[src/rtl/clk_gate_ctrl_pkg.sv]
// rtl/clk_gate_ctrl_pkg.sv - shared state encoding and decode helpers for the clock-gating controller
package clk_gate_ctrl_pkg;

    localparam int MAX_CH = 16;

    typedef enum logic [2:0] {
        ST_OFF   = 3'd0,
        ST_WAKE  = 3'd1,
        ST_ON    = 3'd2,
        ST_IDLE  = 3'd3,
        ST_GATED = 3'd4
    } ch_state_t;

    function automatic logic st_enable(input ch_state_t s);
        case (s)
            ST_WAKE, ST_ON, ST_IDLE: st_enable = 1'b1;
            default:                 st_enable = 1'b0;
        endcase
    endfunction

    function automatic logic st_ack(input ch_state_t s);
        case (s)
            ST_ON, ST_IDLE: st_ack = 1'b1;
            default:        st_ack = 1'b0;
        endcase
    endfunction

    // Anything not driving a clock (including encodings outside the enum) reports as gated.
    function automatic logic st_gated(input ch_state_t s);
        case (s)
            ST_WAKE, ST_ON, ST_IDLE: st_gated = 1'b0;
            default:                 st_gated = 1'b1;
        endcase
    endfunction

endpackage

[src/rtl/clk_gate_cell.sv]
// rtl/clk_gate_cell.sv - latch-plus-AND integrated clock gate, transparent while CLK is low
module clk_gate_cell (
    input  logic CLK,
    input  logic CLK_EN,
    input  logic test_en,
    output logic GATED_CLK
);

    logic en_latch;

    // Behavioural model of the library ICG; enable is only sampled in the low
    // phase so a change while CLK is high can never shorten a high pulse.
    always_latch begin
        if (!CLK) begin
            en_latch <= CLK_EN | test_en;
        end
    end

    assign GATED_CLK = CLK & en_latch;

endmodule

[src/rtl/clk_gate_ctrl.sv]
// rtl/clk_gate_ctrl.sv - multi-channel clock-gating controller with idle timeout and wake handshake
module clk_gate_ctrl
    import clk_gate_ctrl_pkg::*;
#(
    parameter int NUM_CH   = 2,
    parameter int CNT_W    = 8,
    parameter int WAKE_CYC = 2
) (
    input  logic              CLK,
    input  logic              RST,
    input  logic              test_en,
    input  logic [NUM_CH-1:0] sw_en,
    input  logic [NUM_CH-1:0] busy,
    input  logic [NUM_CH-1:0] wake_req,
    input  logic [CNT_W-1:0]  idle_thr,
    output logic [NUM_CH-1:0] GATED_CLK,
    output logic [NUM_CH-1:0] clk_ack,
    output logic [NUM_CH-1:0] gated_sts
);

    localparam logic [CNT_W-1:0] WAKE_LAST = CNT_W'(WAKE_CYC - 1);
    localparam logic [CNT_W-1:0] CNT_MAX   = '1;

    logic [CNT_W-1:0]  idle_last;
    logic              thr_zero;
    logic [NUM_CH-1:0] gate_en;

    assign idle_last = idle_thr - CNT_W'(1);
    assign thr_zero  = (idle_thr == '0);

    for (genvar ch = 0; ch < NUM_CH; ch++) begin : g_ch
        ch_state_t        state_q;
        logic [CNT_W-1:0] idle_cnt_q;
        logic [CNT_W-1:0] wake_cnt_q;
        logic             activity;

        assign activity = busy[ch] | wake_req[ch];

        always_ff @(posedge CLK or negedge RST) begin
            if (!RST) begin
                state_q    <= ST_OFF;
                idle_cnt_q <= '0;
                wake_cnt_q <= '0;
            end else if (!sw_en[ch]) begin
                state_q    <= ST_OFF;
                idle_cnt_q <= '0;
                wake_cnt_q <= '0;
            end else begin
                case (state_q)
                    ST_OFF: begin
                        state_q    <= ST_WAKE;
                        wake_cnt_q <= '0;
                    end
                    ST_WAKE: begin
                        if (wake_cnt_q == WAKE_LAST) begin
                            state_q    <= ST_ON;
                            wake_cnt_q <= '0;
                        end else begin
                            wake_cnt_q <= wake_cnt_q + CNT_W'(1);
                        end
                    end
                    ST_ON: begin
                        if (!activity && !thr_zero) begin
                            state_q    <= ST_IDLE;
                            idle_cnt_q <= '0;
                        end
                    end
                    ST_IDLE: begin
                        // A threshold lowered below the running count gates on the next edge.
                        if (activity || thr_zero) begin
                            state_q    <= ST_ON;
                            idle_cnt_q <= '0;
                        end else if (idle_cnt_q >= idle_last) begin
                            state_q    <= ST_GATED;
                            idle_cnt_q <= '0;
                        end else if (idle_cnt_q != CNT_MAX) begin
                            idle_cnt_q <= idle_cnt_q + CNT_W'(1);
                        end
                    end
                    ST_GATED: begin
                        if (activity) begin
                            state_q    <= ST_WAKE;
                            wake_cnt_q <= '0;
                        end
                    end
                    default: begin
                        state_q    <= ST_OFF;
                        idle_cnt_q <= '0;
                        wake_cnt_q <= '0;
                    end
                endcase
            end
        end

        assign gate_en[ch]   = st_enable(state_q);
        assign clk_ack[ch]   = st_ack(state_q);
        assign gated_sts[ch] = st_gated(state_q);

        clk_gate_cell u_cell (
            .CLK       (CLK),
            .CLK_EN    (gate_en[ch]),
            .test_en   (test_en),
            .GATED_CLK (GATED_CLK[ch])
        );
    end

endmodule

[config.mk]
export PLATFORM = sky130hd
export DESIGN_NAME = clk_gate_ctrl
export DESIGN_NICKNAME = d
export VERILOG_FILES = /design/src/rtl/clk_gate_ctrl_pkg.sv /design/src/rtl/clk_gate_cell.sv /design/src/rtl/clk_gate_ctrl.sv
export SDC_FILE = /design/constraint.sdc
export NUM_CORES = 1
export LEC_CHECK = 0
export CAP_MARGIN = 10
export CORE_ASPECT_RATIO = 0.6
export CORE_MARGIN = 10
export CORE_UTILIZATION = 31
export DETAILED_ROUTE_END_ITERATION = 12
export GPL_TIMING_DRIVEN = 0
export PLACE_DENSITY = 0.58
export SETUP_SLACK_MARGIN = 0.1
export SLEW_MARGIN = 20
export SYNTH_ARGS = -nofsm -noshare
export SYNTH_HDL_FRONTEND = slang
export SYNTH_SLANG_ARGS = --single-unit
[constraint.sdc]
create_clock -name CLK -period 4.8 [get_ports CLK]
set_input_delay 0.48 -clock CLK [delete_from_list [all_inputs] [get_ports CLK]]
set_output_delay 0.48 -clock CLK [all_outputs]
set_load 0.005 [all_outputs]
==> results.yml <==
grt:
  overflow: 0
  grt_pass1_wl_um: 12000
  grt_usage: 0.114
  grt_max_degree: 26
  antenna_found_initial: 0
  grt_pass1_vias: 2496
sta:
  skew_ps: 8.03
  hold_viol_final: 0
  report.final.setup_viol: 0
  setup_tns_ps: 0
  rsz0062_at_grt: "false"
  worstMarginPinSlew_ps: 907
  maxSlewViolCount: 0
  max_slew_margin: 0.390
cts:
  ctsResizeCount: 0
  cts_hold_buf: 1
  clkSlewWorstSetupHoldPaths_ps: 60
  cts_tree: "yes"
  clock_latency_ps: 400
  post_cts_buffers: 0
synth:
  async_flop_share: 0.950
  synth-seq-cells: 40
  synth_edf_count: 0
  synth.avg_cell_area_um2: 8.31
  synth_compound_area_frac: 0.205
  synthMuxAreaShare: 0.00787
  yosysWarnings: 0
  synth_top_area_frac: 0.352
  synth_cell_types: 55
  yosys-top-cells-area: "dfrtp_1 35%, ha_1 8.3%, o21ai_0 6.3%"
  synth_ff_type: "dfrtp_1"
  synth_area_mm2: 0.00270
  syn_nets: 360
  synth_top_family_by_area: "simple AND/OR/NAND/NOR gates"
  syn_inst: 325
  synthAdderAreaFrac: 0.0875
  synth_simple_gate_area_share: 0.268
  synth_xor_area_frac: 0.0324
  synth_most_common_cell: "nand2_1"
  synth_top_area_cell: "dfrtp_1"
  synthTopCellsByCount: "40 x nand2_1, 38 x dfrtp_1, 34 x o21ai_0"
cells_and_area:
  drive_above_1_share: 0.0746
  seqCellArea_um2: 981
  utilization: 0.394
  fill_cells: 861
  nNetsFinal: 395
  area_growth_pct: 23.8
  multiInputGateArea_mm2: 0.00162
  antenna_cells: 0
die:
  dieHeight_um: 92.3
  coreArea_mm2: 0.00849
  die_w_um: 141
  initial_core_util: 0.318
  placementRows: 26
  pin_count: 23
  die_area_mm2: 0.0130
route:
  vias: 2413
  met3_length_um: 362
  wirelength_um: 6660
  wl_met2_um: 2570
  vias_per_cell: 5.09
  drt_iter0_drc: 158
  dr.pass1.iters: 4
  drcViolationCount: 0
  routed.top_layer: "met4"
  antenna_left: 0
  wirelength_met1_um: 3670
  drt-wirelength-per-cell_um: 14.1
place:
  io_buffers: 22
  post-dp-hpwl_um: 4920
  place_congestion: 0.844
run:
  max_cap_viol_count: 0
min_path:
  hp-class: "reg -> reg"
  worstHoldPathCells: 1
critical_path:
  cp.required_ps: 4320
  critPathMaxFanout: 1
  worstPathArrival_ps: 3920
  reg2regPathDepth: 3
  start_kind: "latch"
  critical_path_class: "latch -> out"
  end_kind: "output pin"
status:
  status: "completed"
power_and_ir_drop:
  power_density_mw_per_mm2: 379
  vdd_drop_max_mv: 0.184
  p_leak_nw: 1.41
## cell usage in the layout (no fill, tap or decap), drive strengths merged, types with 2 or more instances in the layout
cell type	Yosys	layout
a211oi	4	4
a21o	2	2
a21oi	20	20
a22o	2	2
a31o	2	2
a31oi	2	2
and2	7	7
and3	10	10
buf	4	6
clkbuf	3	14
clkdlybuf4s50	0	21
clkinvlp	0	2
dfrtp	38	38
dlxtn	2	2
ha	18	18
inv	16	16
nand2	40	40
nand2b	11	11
nand3	13	13
nand3b	4	4
nand4	2	2
nand4b	2	2
nor2	26	26
nor2b	4	4
nor3	9	9
nor4	2	2
nor4b	2	2
o21a	2	2
o21ai	35	35
o22ai	4	4
o31ai	7	7
or2	2	2
or3	4	4
xnor2	5	5
xor2	5	5
## metrics by stage
stage	std cells	total power [mW]	setup WS (ps)	instance area [µm²]	hold WS, ps
2_1_floorplan	325	0.599	1350	2700	184
3_3_place_gp	459	0.741	881	3060	466
3_5_place_dp	460	0.745	877	3080	414
4_1_cts	474	1.29	369	3340	484
5_1_grt	474	1.36	301	3340	505
6_report	474	1.27	403	3340	482
## worst max-delay path, stage by stage (launching register included)
cell and delay (ps):
dlxtn_1 380, and2_1 110, buf_4 90, clkdlybuf4s50_1 490
## cell families after synthesis
logic type / after synthesis
and+or+nand+nor: 142
AOI/OAI and AO/OA: 89
DFF: 38
buffers and inverters: 23
adders and majority gates: 19
xor gates and xnor gates: 10
muxes: 2
latches: 2
## routing by layer
| layer | global-route usage | vias to the layer above |
|---|---|---|
| li1 | - | 1240 |
| met1 | 0.153 | 1126 |
| met2 | 0.150 | 37 |
| met3 | 0.0546 | 10 |
| met4 | 0.0488 | 0 |
| met5 | 0 | - |
## registers in the layout, indices dropped and copies added, names as in the netlist
signal and flops:
g_ch.idle_cnt_q 16, g_ch.wake_cnt_q 16, g_ch.state_q 6, g_ch.u_cell.en_latch 2
## where the power goes
part,internal [mW],switching (mW)
clock,0.404,0.190
combinational,0.123,0.149
sequential,0.362,0.0391
total,0.889,0.378
## final timing paths
kind | slack, ps | from | to
setup / recovery | 400 | g_ch[0].u_cell.en_latch | GATED_CLK[0]
hold / removal | 480 | g_ch[1].wake_cnt_q[7] | g_ch[1].wake_cnt_q[7]
setup reg to reg | 1540 | g_ch[1].state_q[0] | g_ch[1].u_cell.en_latch
hold reg to reg | 480 | g_ch[1].wake_cnt_q[7] | g_ch[1].wake_cnt_q[7]
max in group asynchronous | 3820 | RST | g_ch[1].idle_cnt_q[1]
min in group asynchronous | 510 | RST | g_ch[0].wake_cnt_q[5]
## area by class of cell
| class | count | share of cell area |
|---|---|---|
| Clock inverter | 2 | 0.00449 |
| Timing Repair Buffer | 22 | 0.0673 |
| Buffer | 7 | 0.0108 |
| Tap cell | 112 | 0.0419 |
| Inverter | 16 | 0.0180 |
| Multi-Input combinational cell | 262 | 0.486 |
| Clock buffer | 13 | 0.0786 |
| Sequential cell | 40 | 0.293 |
No activity file was read; power rests on OpenSTA's default activity.
